<file path="config.mk">
export PLATFORM = sky130hd
export DESIGN_NAME = chooser_rr_reg
export DESIGN_NICKNAME = d
export VERILOG_FILES = /design/src/rtl/chooser_pkg.sv /design/src/rtl/chooser_rr_reg_rr_pick.sv /design/src/rtl/chooser_rr_reg.sv
export SDC_FILE = /design/constraint.sdc
export NUM_CORES = 1
export LEC_CHECK = 0
export BUFFER_PORTS_ARGS = -buffer_cell sky130_fd_sc_hd__buf_2
export CORE_MARGIN = 2
export CORE_UTILIZATION = 45
export DETAILED_ROUTE_END_ITERATION = 12
export PLACE_DENSITY_LB_ADDON = 0.1
export SYNTH_ARGS = -nofsm -noshare
export SYNTH_HDL_FRONTEND = slang
export SYNTH_SLANG_ARGS = --single-unit
export TNS_END_PERCENT = 10
</file>
<file path="constraint.sdc">
create_clock -name clk -period 3.1 [get_ports clk]
set_input_delay 0.31 -clock clk [delete_from_list [all_inputs] [get_ports clk]]
set_output_delay 0.31 -clock clk [all_outputs]
set_load 0.03 [all_outputs]
</file>
<file path="src/rtl/chooser_pkg.sv">
// Shared definitions for the round-robin/fixed channel chooser.
// Holds the mode encodings and the select-width helper.
package chooser_pkg;

    localparam logic MODE_FIXED = 1'b0;
    localparam logic MODE_RR    = 1'b1;

    // A one-channel-wide index still needs one bit, so never return zero.
    function automatic int clog2_min1(input int n);
        return (n <= 2) ? 1 : $clog2(n);
    endfunction

endpackage

</file>
<file path="src/rtl/chooser_rr_reg_rr_pick.sv">
// Combinational rotating-priority picker: first set request at or after ptr, cyclic.
// Pure logic, no state.
module rr_pick
    import chooser_pkg::*;
#(
    parameter  int NCH  = 4,
    localparam int SELW = clog2_min1(NCH)
) (
    input  logic [NCH-1:0]  req,
    input  logic [SELW-1:0] ptr,
    output logic            gnt_vld,
    output logic [SELW-1:0] gnt_idx
);

    logic [2*NCH-1:0] dbl;
    logic [NCH-1:0]   rot;
    int               start;
    int               idx;

    // Rotate the doubled request vector so bit 0 is the channel at ptr.
    always_comb begin
        gnt_vld = 1'b0;
        gnt_idx = '0;
        idx     = 0;
        start   = (32'(ptr) < NCH) ? int'(ptr) : 0;
        dbl     = {req, req} >> start;
        rot     = dbl[NCH-1:0];
        for (int i = 0; i < NCH; i++) begin
            if (!gnt_vld && rot[i]) begin
                gnt_vld = 1'b1;
                idx     = start + i;
                if (idx >= NCH) begin
                    idx = idx - NCH;
                end
                gnt_idx = SELW'(idx);
            end
        end
    end

endmodule

</file>
<file path="src/rtl/chooser_rr_reg.sv">
// N-channel, W-bit selector with a registered output and valid/ready on every port.
// FIXED mode follows sel; RR mode rotates a pointer among valid channels.
module chooser_rr_reg
    import chooser_pkg::*;
#(
    parameter  int NCH  = 4,
    parameter  int W    = 2,
    localparam int SELW = clog2_min1(NCH)
) (
    input  logic              clk,
    input  logic              rst,
    input  logic              mode,
    input  logic [SELW-1:0]   sel,
    input  logic [NCH*W-1:0]  in_data,
    input  logic [NCH-1:0]    in_valid,
    output logic [NCH-1:0]    in_ready,
    output logic [W-1:0]      out_data,
    output logic [SELW-1:0]   out_chan,
    output logic              out_valid,
    input  logic              out_ready
);

    logic [W-1:0]    out_data_q, out_data_d;
    logic [SELW-1:0] out_chan_q, out_chan_d;
    logic            out_valid_q, out_valid_d;
    logic [SELW-1:0] ptr_q, ptr_d;

    logic            rr_vld;
    logic [SELW-1:0] rr_idx;
    logic            grant_vld;
    logic [SELW-1:0] grant_idx;
    logic            load_en;
    logic            xfer;
    logic [W-1:0]    grant_data;

    rr_pick #(.NCH(NCH)) u_pick (
        .req     (in_valid),
        .ptr     (ptr_q),
        .gnt_vld (rr_vld),
        .gnt_idx (rr_idx)
    );

    assign load_en = !out_valid_q || out_ready;

    // FIXED grants sel regardless of its valid; an out-of-range sel grants nobody.
    always_comb begin
        grant_vld  = 1'b0;
        grant_idx  = '0;
        grant_data = '0;
        in_ready   = '0;
        if (mode == MODE_FIXED) begin
            grant_vld = (32'(sel) < NCH);
            grant_idx = sel;
        end else begin
            grant_vld = rr_vld;
            grant_idx = rr_idx;
        end
        for (int i = 0; i < NCH; i++) begin
            if (SELW'(i) == grant_idx) begin
                grant_data  = in_data[i*W +: W];
                in_ready[i] = grant_vld && load_en && !rst;
            end
        end
    end

    assign xfer = |(in_valid & in_ready);

    // Pointer wraps explicitly so non-power-of-2 channel counts stay in range.
    always_comb begin
        out_data_d  = out_data_q;
        out_chan_d  = out_chan_q;
        out_valid_d = out_valid_q;
        ptr_d       = ptr_q;
        if (xfer) begin
            out_data_d  = grant_data;
            out_chan_d  = grant_idx;
            out_valid_d = 1'b1;
            if (mode == MODE_RR) begin
                ptr_d = (grant_idx == SELW'(NCH - 1)) ? '0 : grant_idx + 1'b1;
            end
        end else if (load_en) begin
            out_valid_d = 1'b0;
        end
    end

    always_ff @(posedge clk) begin
        if (rst) begin
            out_data_q  <= '0;
            out_chan_q  <= '0;
            out_valid_q <= 1'b0;
            ptr_q       <= '0;
        end else begin
            out_data_q  <= out_data_d;
            out_chan_q  <= out_chan_d;
            out_valid_q <= out_valid_d;
            ptr_q       <= ptr_d;
        end
    end

    assign out_data  = out_data_q;
    assign out_chan  = out_chan_q;
    assign out_valid = out_valid_q;

endmodule

</file>
# ---- After elaboration in Yosys (flattened, before gate mapping)
# Cells that the tools add are included.
dict set report word_totals {
  register_bits 7
  in_bits 18
}
dict set report op_classes {
  n_mux 25
  n_addsub 8
  n_shift 1
  bitwise_logic 1
  reduce_logical 15
  eq_ne 4
  order_cmp 4
}
# operator n
set ops {}
lappend ops {{2-bit 2-to-1 mux} 14}
lappend ops {{1-bit 2-to-1 mux} 11}
lappend ops {{3-bit greater-or-equal comparator, second input constant} 3}
lappend ops {{8-bit by 2-bit right shift with 4-bit output} 1}
lappend ops {{2-bit by 1-bit subtractor with 2-bit output, second input constant} 4}
lappend ops {{2-bit by 2-bit adder with 3-bit output, second input constant} 2}
lappend ops {{1-bit logical AND} 5}
lappend ops {{1-bit zero test} 5}
lappend ops {{4-bit bitwise AND} 1}
lappend ops {{2-bit equality test, first input constant} 2}
lappend ops {{4-bit OR reduction} 1}
lappend ops {{2-bit by 1-bit adder with 3-bit output, second input constant} 1}
lappend ops {{2-bit by 3-bit greater-or-equal comparator with 1-bit output, second input constant} 1}
lappend ops {{2-bit by 1-bit adder with 2-bit output, second input constant} 1}
lappend ops {{1-bit by 2-bit equality test with 1-bit output, first input constant} 1}
lappend ops {{2-bit equality test, second input constant} 1}
lappend ops {{2-bit zero test} 1}
lappend ops {{2-bit AND reduction} 1}
lappend ops {{2-bit nonzero test} 1}
lappend ops {{1-bit logical OR} 1}

# ---- Depth between registers and ports, before layout
dict set report logic_depth {
  ltp_word 18
  mapped_depth 12
  ltp_nobuf 11
}

# ---- Modules after synthesis
# Synthesis repeated with hierarchy kept, for this count alone.
dict set report hier_totals {
  cells_unflattened 69
  hier_area_um2 581.8
}
# mod seq_area_each_um2 area_each_um2 instances cells_each
set modules_own_cells {}
lappend modules_own_cells {chooser_rr_reg 140.1 508.0 1 57}
lappend modules_own_cells {rr_pick 0.0 73.8 1 12}

# ---- Worst setup path before layout
# No wires, ideal clock.
dict set report synth_timing {
  path_kind {register -> register}
  startpoint {reg ptr_q[1]}
  endpoint {reg ptr_q[0]}
  setup_time_ns 0.087
  n_path_buf 1
  path_stages_with_launch 12
  arrival_time_ns 2.531
  required_time_ns 3.013
  path_slack_ns 0.482
  path_cell_list {dfxtp_1 > clkbuf_1 > or2b_1 > a211o_1 > a32oi_1 > inv_1 > ha_1 > a22o_1 > a221oi_1 > nor3b_1 > a311o_1 > o31ai_1}
}
dict set report synth_via {
  word_cells_on_any_way 48
  cone_classes {add/sub (8); order compare (4); eq/ne (4); shift (1); mux (19); bitwise (1); reduce/logical (11)}
}
# item line
set synth_lines {}
lappend synth_lines {{start, declared} chooser_rr_reg.sv:26} ;# logic [SELW-1:0] ptr_q, ptr_d;
lappend synth_lines {{start signal, assigned} chooser_rr_reg.sv:96} ;# ptr_q <= ptr_d;
lappend synth_lines {{branches (longest 10 deep; another with 2-bit by 1-bit adder with 3-bit output)} --}
lappend synth_lines {{2-bit 2-to-1 mux (*)} chooser_rr_reg_rr_pick.sv:29} ;# if (!gnt_vld && rot[i]) begin
lappend synth_lines {{2-bit 2-to-1 mux (*)} chooser_rr_reg.sv:51} ;# if (mode == MODE_FIXED) begin
lappend synth_lines {{via grant_idx[0]} chooser_rr_reg.sv:31} ;# logic [SELW-1:0] grant_idx;
lappend synth_lines {{1-bit by 2-bit equality test with 1-bit output (tied with other cells)} chooser_rr_reg.sv:59} ;# if (SELW'(i) == grant_idx) begin
lappend synth_lines {{1-bit 2-to-1 mux} chooser_rr_reg.sv:59}
lappend synth_lines {{4-bit bitwise AND} chooser_rr_reg.sv:66} ;# assign xfer = |(in_valid & in_ready);
lappend synth_lines {{4-bit OR reduction} chooser_rr_reg.sv:66}
lappend synth_lines {{2-bit AND reduction (no source line)} --}
# Mark *: on every way through the listed nets, which the timed path passes.
# A chain may end at the register's enable or synchronous reset.

# ---- Worst setup path in the final report
# Ends and elaborated chain as after synthesis.

==> impl_metrics.ini <==
[sta]
skew_ps = 1.72
hold_viol = 0
max_slew_margin_pct = 59.1
finalWorstSetupSlack_ps = 331
drv_slew = 0
fin_crit_sh_pct = 89.3
rsz0062_at_grt = false
setup_violations = 0
max_freq_mhz = 361
setup_tns_ps = 0
post-route-min-period_ps = 2770
worst_pin_slew_ps = 612

[power]
combPwrFrac_pct = 39.5
p_per_area_nw_per_um2 = 407
p_clk_share_pct = 26.6
p_seq_share_pct = 33.9
p_switching_mw = 0.117
intPower_mw = 0.198
ir_drop_mv = 0.293
power_mw = 0.316
p_leak_nw = 0.372
switching_share_pct = 37.1

[global_route]
antenna_found_initial = 0
grt_overflow = 0
grt_usage_pct = 19.8
grt_max_degree = 11
grt_pass1_vias = 524
grt_first_pass_wirelength_mm = 2.11

[logic_synthesis]
synth_nets = 101
synthTopCellsByCount = inv_1, nand2_1, a21oi_1, dfxtp_1, nor2_1
seq_area_frac_synth_pct = 22.9
synth_cell_types = 30
synthTopCellsByArea = dfxtp_1, ha_1, a21oi_1
synth_area_leader_cell = dfxtp_1
synth.most_common_cell = inv_1
avgSynthCellArea_sq_um = 7.74
synth_flop_cell = dfxtp_1
synth_cells = 79
synth-seq-cells = 7
yosysWarnings = 0
async_reset_ff_share_pct = 0
syn_area_sq_um = 612
synth-edff-count = 0
yosys.area.top_type_share_pct = 22.9

[clock_network]
cts_tree = done
cts_max_level = 1
cts_resized = 0
clkLatencyLatePin_ps = 250
clk_pin_slew_worst_paths_ps = 50
post_cts_buffers = 0
cts_root_buffer = clkbuf_4
hold_buffers = 0
clkSinkCount = 7
numCtsBuffers = 3
clk_path_buf_depth = 2

[run_status]
status = completed

[floorplanning]
pin_count = 27
dieArea_sq_um = 1670
fp.dieW_um = 40.9
die_h_um = 40.9
rows = 13
core_sq_um = 1280
start_util_pct = 47.6

[routing]
drt-pass1-iter-count = 4
drcViolationCount = 0
antenna_left = 0
routed_wl_mm = 1.46
avgRoutedWirePerCell_um = 12.0
vias = 665
post_drt_via_cell_ratio = 5.45
drt-initial-drc-count = 15

[placed_design]
gp_congestion = 0.737
hpwl_mm = 1.17
place_ws_ps = 313
io_buffers = 26
post-place-cells = 118

[finish]
layoutNonFillerInstCount = 122
antenna_cells = 0
num-fill-cells = 124
drive_above_1_share_pct = 32.7
syn_to_final_growth_pct = 26.8
regArea_sq_um = 140
fin_util_pct = 60.4
multi_input_area_sq_um = 419
nets = 130

[run]
maxCapViolations = 0

[setup_path]
r2r-end = ptr_q[0]
critPathArrivalTime_ps = 2940
cpPeakStageDelay_ps = 390
crit_path_end_kind = flip-flop
r2r_slack_ps = 330
crit_chain = or2b_1 > a211o_1 > a32oi_1 > inv_1 > ha_1 > a22o_1 > a221oi_1 > nor3b_1 > a311o_1 > o31ai_1
crit_fanout = 10
crit_path_start_kind = flip-flop
r2r-start = ptr_q[1]
critical_path_class = reg -> reg
slowest_stage = dfxtp_1
required_ps = 3270
ff2ff_path_depth = 10

[min_path]
min_delay_path_depth = 3
holdPathEnd = out_data[0]
hold_path.class = in -> reg
min-delay-start = in_data[6]
==> metrics by stage <==
| step | area (sq um) | hold WS [ps] |
|---|---|---|
| 2_1_floorplan | 612 | 472 |
| 3_3_place_gp | 749 | 494 |
| 3_5_place_dp | 749 | 494 |
| 4_1_cts | 776 | 324 |
| 5_1_grt | 776 | 328 |
| 6_report | 776 | 324 |
==> power groups by stage <==
stage / clock network [mW] / logic, mW / registers, mW
2_1_floorplan: 0 / 0.0763 / 0.121
3_3_place_gp: 0 / 0.123 / 0.109
3_5_place_dp: 0 / 0.125 / 0.109
4_1_cts: 0.0872 / 0.126 / 0.107
5_1_grt: 0.0932 / 0.138 / 0.108
6_report: 0.0838 / 0.125 / 0.107
==> cells in the final DEF, fill, tap and decap left out, types with 2 or more instances in the layout <==
master and instances:
nor2_1 6, ha_1 4, nor2b_1 3, and2_1 4
nand2_1 8, nand2b_1 3, clkbuf_4 3, inv_1 9
buf_2 26, a211oi_2 2, dfxtp_1 7, a311oi_1 2
o21ai_0 5, a21oi_1 7
==> registers in the layout, summed over array words and instances, names as in the netlist <==
name	count
out_data	2
out_chan	2
out_valid	1
ptr_q	2
==> worst max-delay path by stage <==
stage	from	end	slack, ps
6_report	ptr_q[1]	ptr_q[0]	330
5_1_grt	ptr_q[1]	out_data[0]	70
4_1_cts	ptr_q[1]	ptr_q[0]	340
3_5_place_dp	in_valid[0]	out_data[1]	310
3_3_place_gp	in_valid[0]	out_data[0]	340
2_1_floorplan	ptr_q[1]	ptr_q[0]	480
==> per-layer routing <==
layer	wire length, um	global-route usage (%)	vias up
li1	-	-	335
met1	601	20.7	302
met2	766	35.9	28
met3	90	9.78	0
met4	0	2.50	0
met5	0	0	-
==> worst max-delay path, delay by kind of cell (launching register included) <==
kind / cells / cell delay (ps)
flip-flops: 1 / 390
buffers and inverters: 1 / 130
AND/OR/NAND/NOR: 2 / 400
adder cells (fa/ha/maj): 1 / 280
AO/OA/AOI/OAI: 6 / 1490
==> cell type report <==
cell class / instances / share of cell area, %
Multi-Input combinational cell: 60 / 54.0
Sequential cell: 7 / 18.1
Timing Repair Buffer: 27 / 17.7
Inverter: 9 / 4.35
Clock buffer: 4 / 3.39
Tap cell: 15 / 2.42
==> logic make-up (layout without fill, tap and decap cells) <==
group,after synthesis,in the layout,share of synthesized area (%)
multiplexers,1,1,1.64
AND/OR/NAND/NOR,29,29,25.8
adder cells (fa/ha/maj),4,4,8.18
buffers and inverters,12,40,8.59
flip-flops,7,7,22.9
AO/OA/AOI/OAI,26,26,32.9
Note: power is estimated with default switching activity, not from simulation.
